$ cat src/rtl/otter_pkg.sv
// rtl/otter_pkg.sv - shared encodings for the OTTER control unit and decoder
package otter_pkg;

    typedef enum logic [6:0] {
        OPC_LOAD   = 7'b0000011,
        OPC_STORE  = 7'b0100011,
        OPC_OP     = 7'b0110011,
        OPC_OPIMM  = 7'b0010011,
        OPC_LUI    = 7'b0110111,
        OPC_AUIPC  = 7'b0010111,
        OPC_JAL    = 7'b1101111,
        OPC_JALR   = 7'b1100111,
        OPC_BRANCH = 7'b1100011,
        OPC_SYSTEM = 7'b1110011
    } opcode_t;

    typedef enum logic [2:0] {
        ST_INIT,
        ST_FETCH,
        ST_EXEC,
        ST_WB,
        ST_INTR
    } state_t;

    localparam logic [3:0] ALU_ADD  = 4'b0000;
    localparam logic [3:0] ALU_SUB  = 4'b1000;
    localparam logic [3:0] ALU_OR   = 4'b0110;
    localparam logic [3:0] ALU_AND  = 4'b0111;
    localparam logic [3:0] ALU_XOR  = 4'b0100;
    localparam logic [3:0] ALU_SRL  = 4'b0101;
    localparam logic [3:0] ALU_SLL  = 4'b0001;
    localparam logic [3:0] ALU_SRA  = 4'b1101;
    localparam logic [3:0] ALU_SLT  = 4'b0010;
    localparam logic [3:0] ALU_SLTU = 4'b0011;
    localparam logic [3:0] ALU_LUI  = 4'b1001;

    localparam logic [1:0] SRCA_RS1  = 2'd0;
    localparam logic [1:0] SRCA_UIMM = 2'd1;
    localparam logic [1:0] SRCA_NRS1 = 2'd2;

    localparam logic [2:0] SRCB_RS2  = 3'd0;
    localparam logic [2:0] SRCB_IIMM = 3'd1;
    localparam logic [2:0] SRCB_SIMM = 3'd2;
    localparam logic [2:0] SRCB_PC   = 3'd3;
    localparam logic [2:0] SRCB_CSR  = 3'd4;

    localparam logic [2:0] PC_NEXT   = 3'd0;
    localparam logic [2:0] PC_JALR   = 3'd1;
    localparam logic [2:0] PC_BRANCH = 3'd2;
    localparam logic [2:0] PC_JAL    = 3'd3;
    localparam logic [2:0] PC_MTVEC  = 3'd4;
    localparam logic [2:0] PC_MEPC   = 3'd5;

    localparam logic [1:0] RF_PC4 = 2'd0;
    localparam logic [1:0] RF_CSR = 2'd1;
    localparam logic [1:0] RF_MEM = 2'd2;
    localparam logic [1:0] RF_ALU = 2'd3;

    localparam logic [2:0] F3_MRET  = 3'b000;
    localparam logic [2:0] F3_CSRRW = 3'b001;
    localparam logic [2:0] F3_CSRRS = 3'b010;
    localparam logic [2:0] F3_CSRRC = 3'b011;
    localparam logic [2:0] F3_SR    = 3'b101;

    // Reserved branch func3 values (010, 011) resolve to not-taken.
    function automatic logic branch_taken(input logic [2:0] func3, input logic eq,
                                          input logic lt, input logic ltu);
        case (func3)
            3'b000:  return eq;
            3'b001:  return !eq;
            3'b100:  return lt;
            3'b101:  return !lt;
            3'b110:  return ltu;
            3'b111:  return !ltu;
            default: return 1'b0;
        endcase
    endfunction

endpackage

$ cat src/rtl/otter_cu_dcdr.sv
// rtl/otter_cu_dcdr.sv - combinational instruction decode to ALU op and datapath selects
module otter_cu_dcdr import otter_pkg::*; (
    input  logic [31:0] ir,
    input  logic        br_eq,
    input  logic        br_lt,
    input  logic        br_ltu,
    input  logic        int_taken,
    output logic [3:0]  alu_fun,
    output logic [1:0]  alu_srca,
    output logic [2:0]  alu_srcb,
    output logic [2:0]  pc_source,
    output logic [1:0]  rf_wr_sel
);

    opcode_t    opcode;
    logic [2:0] func3;

    assign opcode = opcode_t'(ir[6:0]);
    assign func3  = ir[14:12];

    always_comb begin
        alu_fun   = ALU_ADD;
        alu_srca  = SRCA_RS1;
        alu_srcb  = SRCB_RS2;
        pc_source = PC_NEXT;
        rf_wr_sel = RF_PC4;
        case (opcode)
            OPC_LOAD: begin
                alu_srcb  = SRCB_IIMM;
                rf_wr_sel = RF_MEM;
            end
            OPC_STORE: alu_srcb = SRCB_SIMM;
            OPC_OP: begin
                alu_fun   = {ir[30], func3};
                rf_wr_sel = RF_ALU;
            end
            OPC_OPIMM: begin
                // ir[30] is immediate data except on shifts, where it picks srai over srli
                alu_fun   = (func3 == F3_SR) ? {ir[30], func3} : {1'b0, func3};
                alu_srcb  = SRCB_IIMM;
                rf_wr_sel = RF_ALU;
            end
            OPC_LUI: begin
                alu_fun   = ALU_LUI;
                alu_srca  = SRCA_UIMM;
                rf_wr_sel = RF_ALU;
            end
            OPC_AUIPC: begin
                alu_srca  = SRCA_UIMM;
                alu_srcb  = SRCB_PC;
                rf_wr_sel = RF_ALU;
            end
            OPC_JAL:  pc_source = PC_JAL;
            OPC_JALR: pc_source = PC_JALR;
            OPC_BRANCH: begin
                if (branch_taken(func3, br_eq, br_lt, br_ltu))
                    pc_source = PC_BRANCH;
            end
            OPC_SYSTEM: begin
                case (func3)
                    F3_CSRRW: begin
                        alu_fun   = ALU_LUI;
                        rf_wr_sel = RF_CSR;
                    end
                    F3_CSRRS: begin
                        alu_fun   = ALU_OR;
                        alu_srcb  = SRCB_CSR;
                        rf_wr_sel = RF_CSR;
                    end
                    F3_CSRRC: begin
                        alu_fun   = ALU_AND;
                        alu_srca  = SRCA_NRS1;
                        alu_srcb  = SRCB_CSR;
                        rf_wr_sel = RF_CSR;
                    end
                    F3_MRET: pc_source = PC_MEPC;
                    default: ;
                endcase
            end
            default: ;
        endcase
        if (int_taken)
            pc_source = PC_MTVEC;
    end

endmodule

$ cat src/rtl/otter_control_unit.sv
// rtl/otter_control_unit.sv - multi-cycle OTTER control FSM with enables and decoder instance
module otter_control_unit import otter_pkg::*; (
    input  logic        CLK,
    input  logic        RST_N,
    input  logic [31:0] ir,
    input  logic        br_eq,
    input  logic        br_lt,
    input  logic        br_ltu,
    input  logic        intr,
    input  logic        csr_mie,
    output logic        pc_rst,
    output logic        pc_write,
    output logic        reg_write,
    output logic        mem_rden1,
    output logic        mem_rden2,
    output logic        mem_we2,
    output logic        csr_we,
    output logic        int_taken,
    output logic        mret_exec,
    output logic [3:0]  alu_fun,
    output logic [1:0]  alu_srca,
    output logic [2:0]  alu_srcb,
    output logic [2:0]  pc_source,
    output logic [1:0]  rf_wr_sel
);

    state_t     state;
    state_t     next_state;
    opcode_t    opcode;
    logic [2:0] func3;
    logic       trap_pending;
    logic [3:0] d_alu_fun;
    logic [1:0] d_alu_srca;
    logic [2:0] d_alu_srcb;
    logic [2:0] d_pc_source;
    logic [1:0] d_rf_wr_sel;

    assign opcode       = opcode_t'(ir[6:0]);
    assign func3        = ir[14:12];
    assign trap_pending = intr & csr_mie;

    otter_cu_dcdr u_dcdr (
        .ir        (ir),
        .br_eq     (br_eq),
        .br_lt     (br_lt),
        .br_ltu    (br_ltu),
        .int_taken (int_taken),
        .alu_fun   (d_alu_fun),
        .alu_srca  (d_alu_srca),
        .alu_srcb  (d_alu_srcb),
        .pc_source (d_pc_source),
        .rf_wr_sel (d_rf_wr_sel)
    );

    always_ff @(posedge CLK or negedge RST_N) begin
        if (!RST_N)
            state <= ST_INIT;
        else
            state <= next_state;
    end

    // Interrupts are only taken at an instruction boundary (end of EXEC or WB).
    always_comb begin
        next_state = state;
        case (state)
            ST_INIT:  next_state = ST_FETCH;
            ST_FETCH: next_state = ST_EXEC;
            ST_EXEC: begin
                if (opcode == OPC_LOAD)
                    next_state = ST_WB;
                else
                    next_state = trap_pending ? ST_INTR : ST_FETCH;
            end
            ST_WB:    next_state = trap_pending ? ST_INTR : ST_FETCH;
            ST_INTR:  next_state = ST_FETCH;
            default:  next_state = ST_INIT;
        endcase
    end

    always_comb begin
        pc_rst    = 1'b0;
        pc_write  = 1'b0;
        reg_write = 1'b0;
        mem_rden1 = 1'b0;
        mem_rden2 = 1'b0;
        mem_we2   = 1'b0;
        csr_we    = 1'b0;
        int_taken = 1'b0;
        mret_exec = 1'b0;
        case (state)
            ST_INIT:  pc_rst = 1'b1;
            ST_FETCH: mem_rden1 = 1'b1;
            ST_EXEC: begin
                pc_write = (opcode != OPC_LOAD);
                case (opcode)
                    OPC_LOAD:  mem_rden2 = 1'b1;
                    OPC_STORE: mem_we2 = 1'b1;
                    OPC_OP, OPC_OPIMM, OPC_LUI, OPC_AUIPC, OPC_JAL, OPC_JALR:
                        reg_write = 1'b1;
                    OPC_SYSTEM: begin
                        case (func3)
                            F3_CSRRW, F3_CSRRS, F3_CSRRC: begin
                                csr_we    = 1'b1;
                                reg_write = 1'b1;
                            end
                            F3_MRET: mret_exec = 1'b1;
                            default: ;
                        endcase
                    end
                    default: ;
                endcase
            end
            ST_WB: begin
                reg_write = 1'b1;
                pc_write  = 1'b1;
            end
            ST_INTR: begin
                int_taken = 1'b1;
                pc_write  = 1'b1;
            end
            default: ;
        endcase
    end

    // Selects are parked at zero while the PC is being reset.
    always_comb begin
        alu_fun   = d_alu_fun;
        alu_srca  = d_alu_srca;
        alu_srcb  = d_alu_srcb;
        pc_source = d_pc_source;
        rf_wr_sel = d_rf_wr_sel;
        if (state == ST_INIT) begin
            alu_fun   = ALU_ADD;
            alu_srca  = SRCA_RS1;
            alu_srcb  = SRCB_RS2;
            pc_source = PC_NEXT;
            rf_wr_sel = RF_PC4;
        end
    end

endmodule

$ cat config.mk
export PLATFORM = sky130hd
export DESIGN_NAME = otter_control_unit
export DESIGN_NICKNAME = d
export VERILOG_FILES = /design/src/rtl/otter_pkg.sv /design/src/rtl/otter_cu_dcdr.sv /design/src/rtl/otter_control_unit.sv
export SDC_FILE = /design/constraint.sdc
export NUM_CORES = 1
export LEC_CHECK = 0
export CAP_MARGIN = 20
export CORE_ASPECT_RATIO = 1.1
export CORE_MARGIN = 10
export CORE_UTILIZATION = 28
export CTS_BUF_LIST = sky130_fd_sc_hd__clkbuf_8
export DETAILED_ROUTE_END_ITERATION = 6
export PLACE_DENSITY = 0.77
export SETUP_SLACK_MARGIN = 0.02
export SKIP_LAST_GASP = 1
export SLEW_MARGIN = 20
export SYNTH_ARGS = -nofsm -noshare
export SYNTH_HDL_FRONTEND = slang
export SYNTH_SLANG_ARGS = --single-unit
$ cat constraint.sdc
create_clock -name CLK -period 1.5 [get_ports CLK]
set_clock_uncertainty 0.2 [all_clocks]
set_input_delay 0.3 -clock CLK [delete_from_list [all_inputs] [get_ports CLK]]
set_output_delay 0.3 -clock CLK [all_outputs]
set_load 0.01 [all_outputs]
**Yosys cells after proc, flatten, opt, wreduce, memory -nomap -nowiden**

Index checks and enable logic that the tools add are counted.
W data, S select, Z words.

- Register bits: 3
- Input bits: 39
- Output and inout bits: 23
- Logic and storage cells: 76

- Equality and inequality tests: 22
- Multiplexer cells: 39
- Bitwise operators: 1
- Reductions and logical operators: 13

Operator list:

| operator | number |
|---|---|
| $pmux W3 S4 | 3 |
| $eq A7 B7 Y1 const B | 4 |
| $eq A7 B6 Y1 const B | 3 |
| $mux W3 | 7 |
| $pmux W4 S4 | 1 |
| $eq A3 B3 Y1 const B | 5 |
| $mux W1 | 15 |
| $eq A7 B5 Y1 const B | 2 |
| $eq A3 B2 Y1 const B | 4 |
| $pmux W4 S3 | 1 |
| $reduce_or A2 Y1 | 5 |
| $mux W2 | 4 |
| $mux W4 | 2 |
| $eq A7 B2 Y1 const B | 1 |
| $ne A7 B2 Y1 const B | 1 |
| $eq A3 B1 Y1 const B | 2 |
| $logic_not A3 Y1 | 2 |
| $pmux W1 S2 | 3 |
| $pmux W1 S6 | 1 |
| $pmux W2 S3 | 1 |
| $reduce_or A6 Y1 | 1 |
| $pmux W2 S2 | 1 |
| $reduce_or A4 Y1 | 1 |
| $logic_not A1 Y1 | 3 |
| 2 further kinds | 2 |

**Depth between registers and ports, before layout**

- Word-level depth: 7
- Depth in mapped cells: 4
- Mapped depth without buffers: 3

**By module**

A second synthesis with hierarchy kept.

- Cells, all modules: 95
- Area total of the unflattened synthesis: 671.9 sq um

By module, submodules not included:

| module | times used | cells each | area an instance (sq um) | sequential area each (sq um) |
|---|---|---|---|---|
| otter_control_unit | 1 | 47 | 352.8 | 75.1 |
| otter_cu_dcdr | 1 | 48 | 319.1 | 0.0 |

**Least setup slack after synthesis**

OpenSTA, ideal clock, no wires.

- Path kind: input to output
- Start point: input port ir[14]
- End point: output port alu_fun[3]
- Arrival time: 1.300 ns
- Required time: 1.000 ns
- Path slack: -0.300 ns
- Stages on the path: 4
- Buffers on the path: 1
- Cells stage by stage: buf_2 and4bb_2 nand3_1 a2111oi_2

- Longest elaborated chain between the ends: 4
- Elaborated cells between the ends (all ways): 8
- Classes of those cells: 4 x eq/ne; 4 x mux

Ends and longest elaborated chain:

| what | line | source |
|---|---|---|
| from (decl) | otter_control_unit.sv:5 | `input logic [31:0] ir,` |
| $eq A3 B2 Y1 (tied with other cells) | otter_cu_dcdr.sv:60 | `case (func3)` |
| $pmux W4 S3 or $mux W4 (tied branches) | otter_cu_dcdr.sv:60, otter_cu_dcdr.sv:39 |  |
| $pmux W4 S4 (*) | otter_cu_dcdr.sv:27 | `case (opcode)` |
| $mux W4 (*) | otter_control_unit.sv:132 | `if (state == ST_INIT) begin` |
| to (decl) | otter_control_unit.sv:20 | `output logic [3:0] alu_fun,` |

Mark *: on every way between the ends. The rest lies on a longest branch, timed or not.

**Worst setup path after layout**

- Start point: register state[0]
- End point: output port rf_wr_sel[0]

- Longest elaborated chain between the ends: 2

Ends and longest elaborated chain:

| what | line | source |
|---|---|---|
| from (decl) | otter_control_unit.sv:27 | `state_t state;` |
| from (signal assigned) | otter_control_unit.sv:59 | `state <= next_state;` |
| $logic_not A3 Y1 | otter_control_unit.sv:132 |  |
| $mux W2 | otter_control_unit.sv:132 |  |
| to (decl) | otter_control_unit.sv:24 | `output logic [1:0] rf_wr_sel` |

Every way passes these cells.

==> results by group <==
Route
  – Starting DRC count in detailed routing: 53
  – Post-route antenna net violation count: 0
  – Drc violations: 0
  – Pre-Repair DR Iteration Count: 4
  – Drt wl/cell: 19.47 um
  – Overall via count from detail_route: 1,183
  – Post-Route WL: 4205 um
  – Routed vias/inst: 5.477

Layout
  – Reg with most FFs: state
  – FILL cells: 125
  – N_diodes: 0
  – Non-filler instance count after layout: 216
  – Layout cell share with drive strength beyond 1: 75.81%
  – Fin nets: 226
  – Number of flip-flops in the largest register: 3
  – Top flop regs: state: 3 flops
  – Area of the multi-input gates: 850.8 um2
  – Area Growth Syn to Fin: 181.2%
  – Flip-flop and latch area: 76.32 um2

Yosys
  – Count of cell types in the netlist: 43
  – Top cells by count, synth: nand2_1, inv_1, nor2_1
  – Top-area cell type share of the netlist area: 11.07%
  – FF+latch count, synth: 3
  – Synth async-reset ratio: 100.0%
  – Main synth FF type: dfrtp_1
  – Cell Area, Synth: 678.2 um2
  – Post-Syn Instances: 94
  – Most frequent cell after synthesis: nand2_1
  – Dominant cells by area after synthesis: dfrtp_1, and4bb_2, nand2_1
  – Syn_nets: 133
  – Register area share after synthesis: 11.07%
  – Syn Area/Cell: 7.214 um2
  – Synth area leader: dfrtp_1
  – Post-synth EDFFs: 0
  – Ys Warns: 0

STA
  – Fmax: 482.2 MHz
  – Crit share post-route: 138.2%
  – Final WS setup: -573.6 ps
  – Worst Tran Pin Value: 375.5 ps
  – Slew Limit Headroom: 74.83%
  – Final Hold Viols: 0
  – Crit path time final: 2074 ps
  – RSZ-0062 raised after global routing: yes
  – Slew Limit Fails: 0
  – Setup violators final: 24

Run status
  – Status: finished with violations
  – Failing checks: setup timing

Worst setup path
  – Worst Setup End Kind: output pin
  – Critical path, cell by cell: buf_6 -> or3_4 -> inv_8 -> buf_4 -> nor2_4 -> buf_6
  – Crit Path Max Fanout: 6
  – Crit Path Class: flop to output pin
  – R2R cell count: 9
  – Cell mode on critical path: buf_6
  – CP max stage cell: or3_4
  – Worst setup SP type: flop
  – CP delay by family, top: buffers and inverters
  – Crit path depth: 6
  – Worst Path Buf+Inv: 4
  – Critical Path AT: 1570 ps
  – Crit path required time: 1000 ps
  – Max incr delay on CP: 430 ps

Pwr
  – Worst VDD drop: 0.001005 V
  – PD cells: 987.0 nW/um2
  – Seq pwr share: 8.0%
  – Switch Pwr: 0.7825 mW
  – Internal: 1.099 mW
  – Lkg Pwr: 0.8535 nW
  – Combinational Power Share: 79.6%
  – Sw Ratio: 41.58%
  – Final Power: 1.882 mW
  – Clock power share: 12.4%

Die
  – Cell Rows: 18
  – Die height: 71.62 um
  – Die width: 66.93 um
  – I/O Pins: 62
  – Core Box Area: 2275 um2
  – Initial core utilization: 29.81%
  – DIE AREA: 4793 um2

GRT
  – Initial antenna violation count: 0
  – Largest net degree at the start of global routing: 9
  – First-pass GRT wire length: 5789 um
  – GRT Total Usage: 14.89%
  – Congestion Overflow GR: 0
  – Vias in the first global route: 1,242

Place
  – Dpl hpwl: 2432 um
  – Placed cells: 189
  – Port bufs: 40
  – Placer Congestion: 0.8645
  – Dpl ws: -1351 ps

Clock network
  – Clock slew seen by the registers of the worst setup and hold paths: 30 ps
  – CTS sink count: 3
  – Post-CTS Hold Buffers: 0
  – Clk root buf: clkbuf_8
  – Cts bufs inserted: 3
  – Worst-skew pair later-pin latency: 220 ps
  – H-tree depth: 1
  – Max clock buf depth: 2
  – CTS tree: done

Run
  – Max-cap viol count: 0

Hold path
  – Hold Crit Class: input port to async pin
[area by class of cell]
class                   instances  share of cell area [%]
clock buffers                   3                   2.165
clock inverters                 1                  0.1969
inverters                       7                   1.903
multi-input cells              78                   44.62
flip-flops and latches          3                   4.003
well taps                      30                   1.969
repair buffers                 94                   45.14
[layer usage]
metal  up-vias  global-route usage [%]  routed length, um  share of wire [%]
met2        63                   28.59               2216                 53
met4         0                   4.338                193                4.6
met1       564                   15.00               1491                 35
met3        16                   3.733                303                7.2
met5         -                       0                  0                  0
li1        540                       -                  -                  -
[placed cells by master (no fill, tap or decap), types with 3 or more instances in the layout]
cell,netlist,layout
nor2b_1,4,3
buf_12,0,3
buf_6,1,35
nor2_4,0,5
clkbuf_8,0,3
nand2_1,10,5
buf_2,4,15
o211ai_1,3,3
and4bb_2,3,3
nand2_4,0,5
inv_1,7,4
a21oi_4,0,3
clkdlybuf4s50_1,0,6
buf_4,0,33
[metrics by stage]
| step | hold WS, ps | setup TNS (ps) | area [um2] | utilization (%) |
|---|---|---|---|---|
| 2_1_floorplan | -195.6 | -1851 | 884.6 | - |
| 3_3_place_gp | 300.2 | -26580 | 1490 | 65.51 |
| 3_5_place_dp | 301.4 | -27250 | 1490 | 65.51 |
| 4_1_cts | 68.10 | -9442 | 1784 | 78.44 |
| 5_1_grt | 80.41 | -11550 | 1907 | 83.83 |
| 6_report | 74.75 | -10290 | 1907 | 83.83 |
[worst reg2reg max path, stage by stage, from the launching register on]
cell and delay, ps:
dfrtp_1 390, buf_6 120, buf_4 130, inv_4 60, buf_6 120, buf_6 100, nor3_4 30, buf_4 130
buf_4 120, o21bai_1 140
[logic make-up after synthesis]
group | after synthesis | share of synthesized area, %
AO/OA/AOI/OAI | 20 | 24.17
adder cells (fa/ha/maj) | 1 | 1.476
AND/OR/NAND/NOR | 54 | 50.01
multiplexers | 2 | 2.952
buffers and inverters | 13 | 9.041
XOR/XNOR | 1 | 1.292
flip-flops | 3 | 11.07
[timing repair]
item	CTS	global route
pin swaps	31	8
setup endpoints to repair	26	26
buffers inserted	18	5
resized for setup	201	22
[power groups by stage]
stage | combinational (mW) | sequential [mW] | clock (mW)
after floorplan | 0.452 | 0.143 | 0
after global placement | 0.860 | 0.138 | 0
after detailed placement | 0.868 | 0.139 | 0
after CTS | 1.30 | 0.147 | 0.237
after global routing | 1.57 | 0.155 | 0.247
final | 1.50 | 0.150 | 0.234
[path summary, 6_finish.rpt]
check	from	to	slack, ps
max	state[0]	rf_wr_sel[0]	-570
min	RST_N	state[2]	70
max reg2reg	state[0]	state[1]	-170
min reg2reg	state[2]	state[0]	390
max in group asynchronous	RST_N	state[2]	850
min in group CLK	ir[2]	state[1]	290
Note: power is estimated with default switching activity, not from simulation.
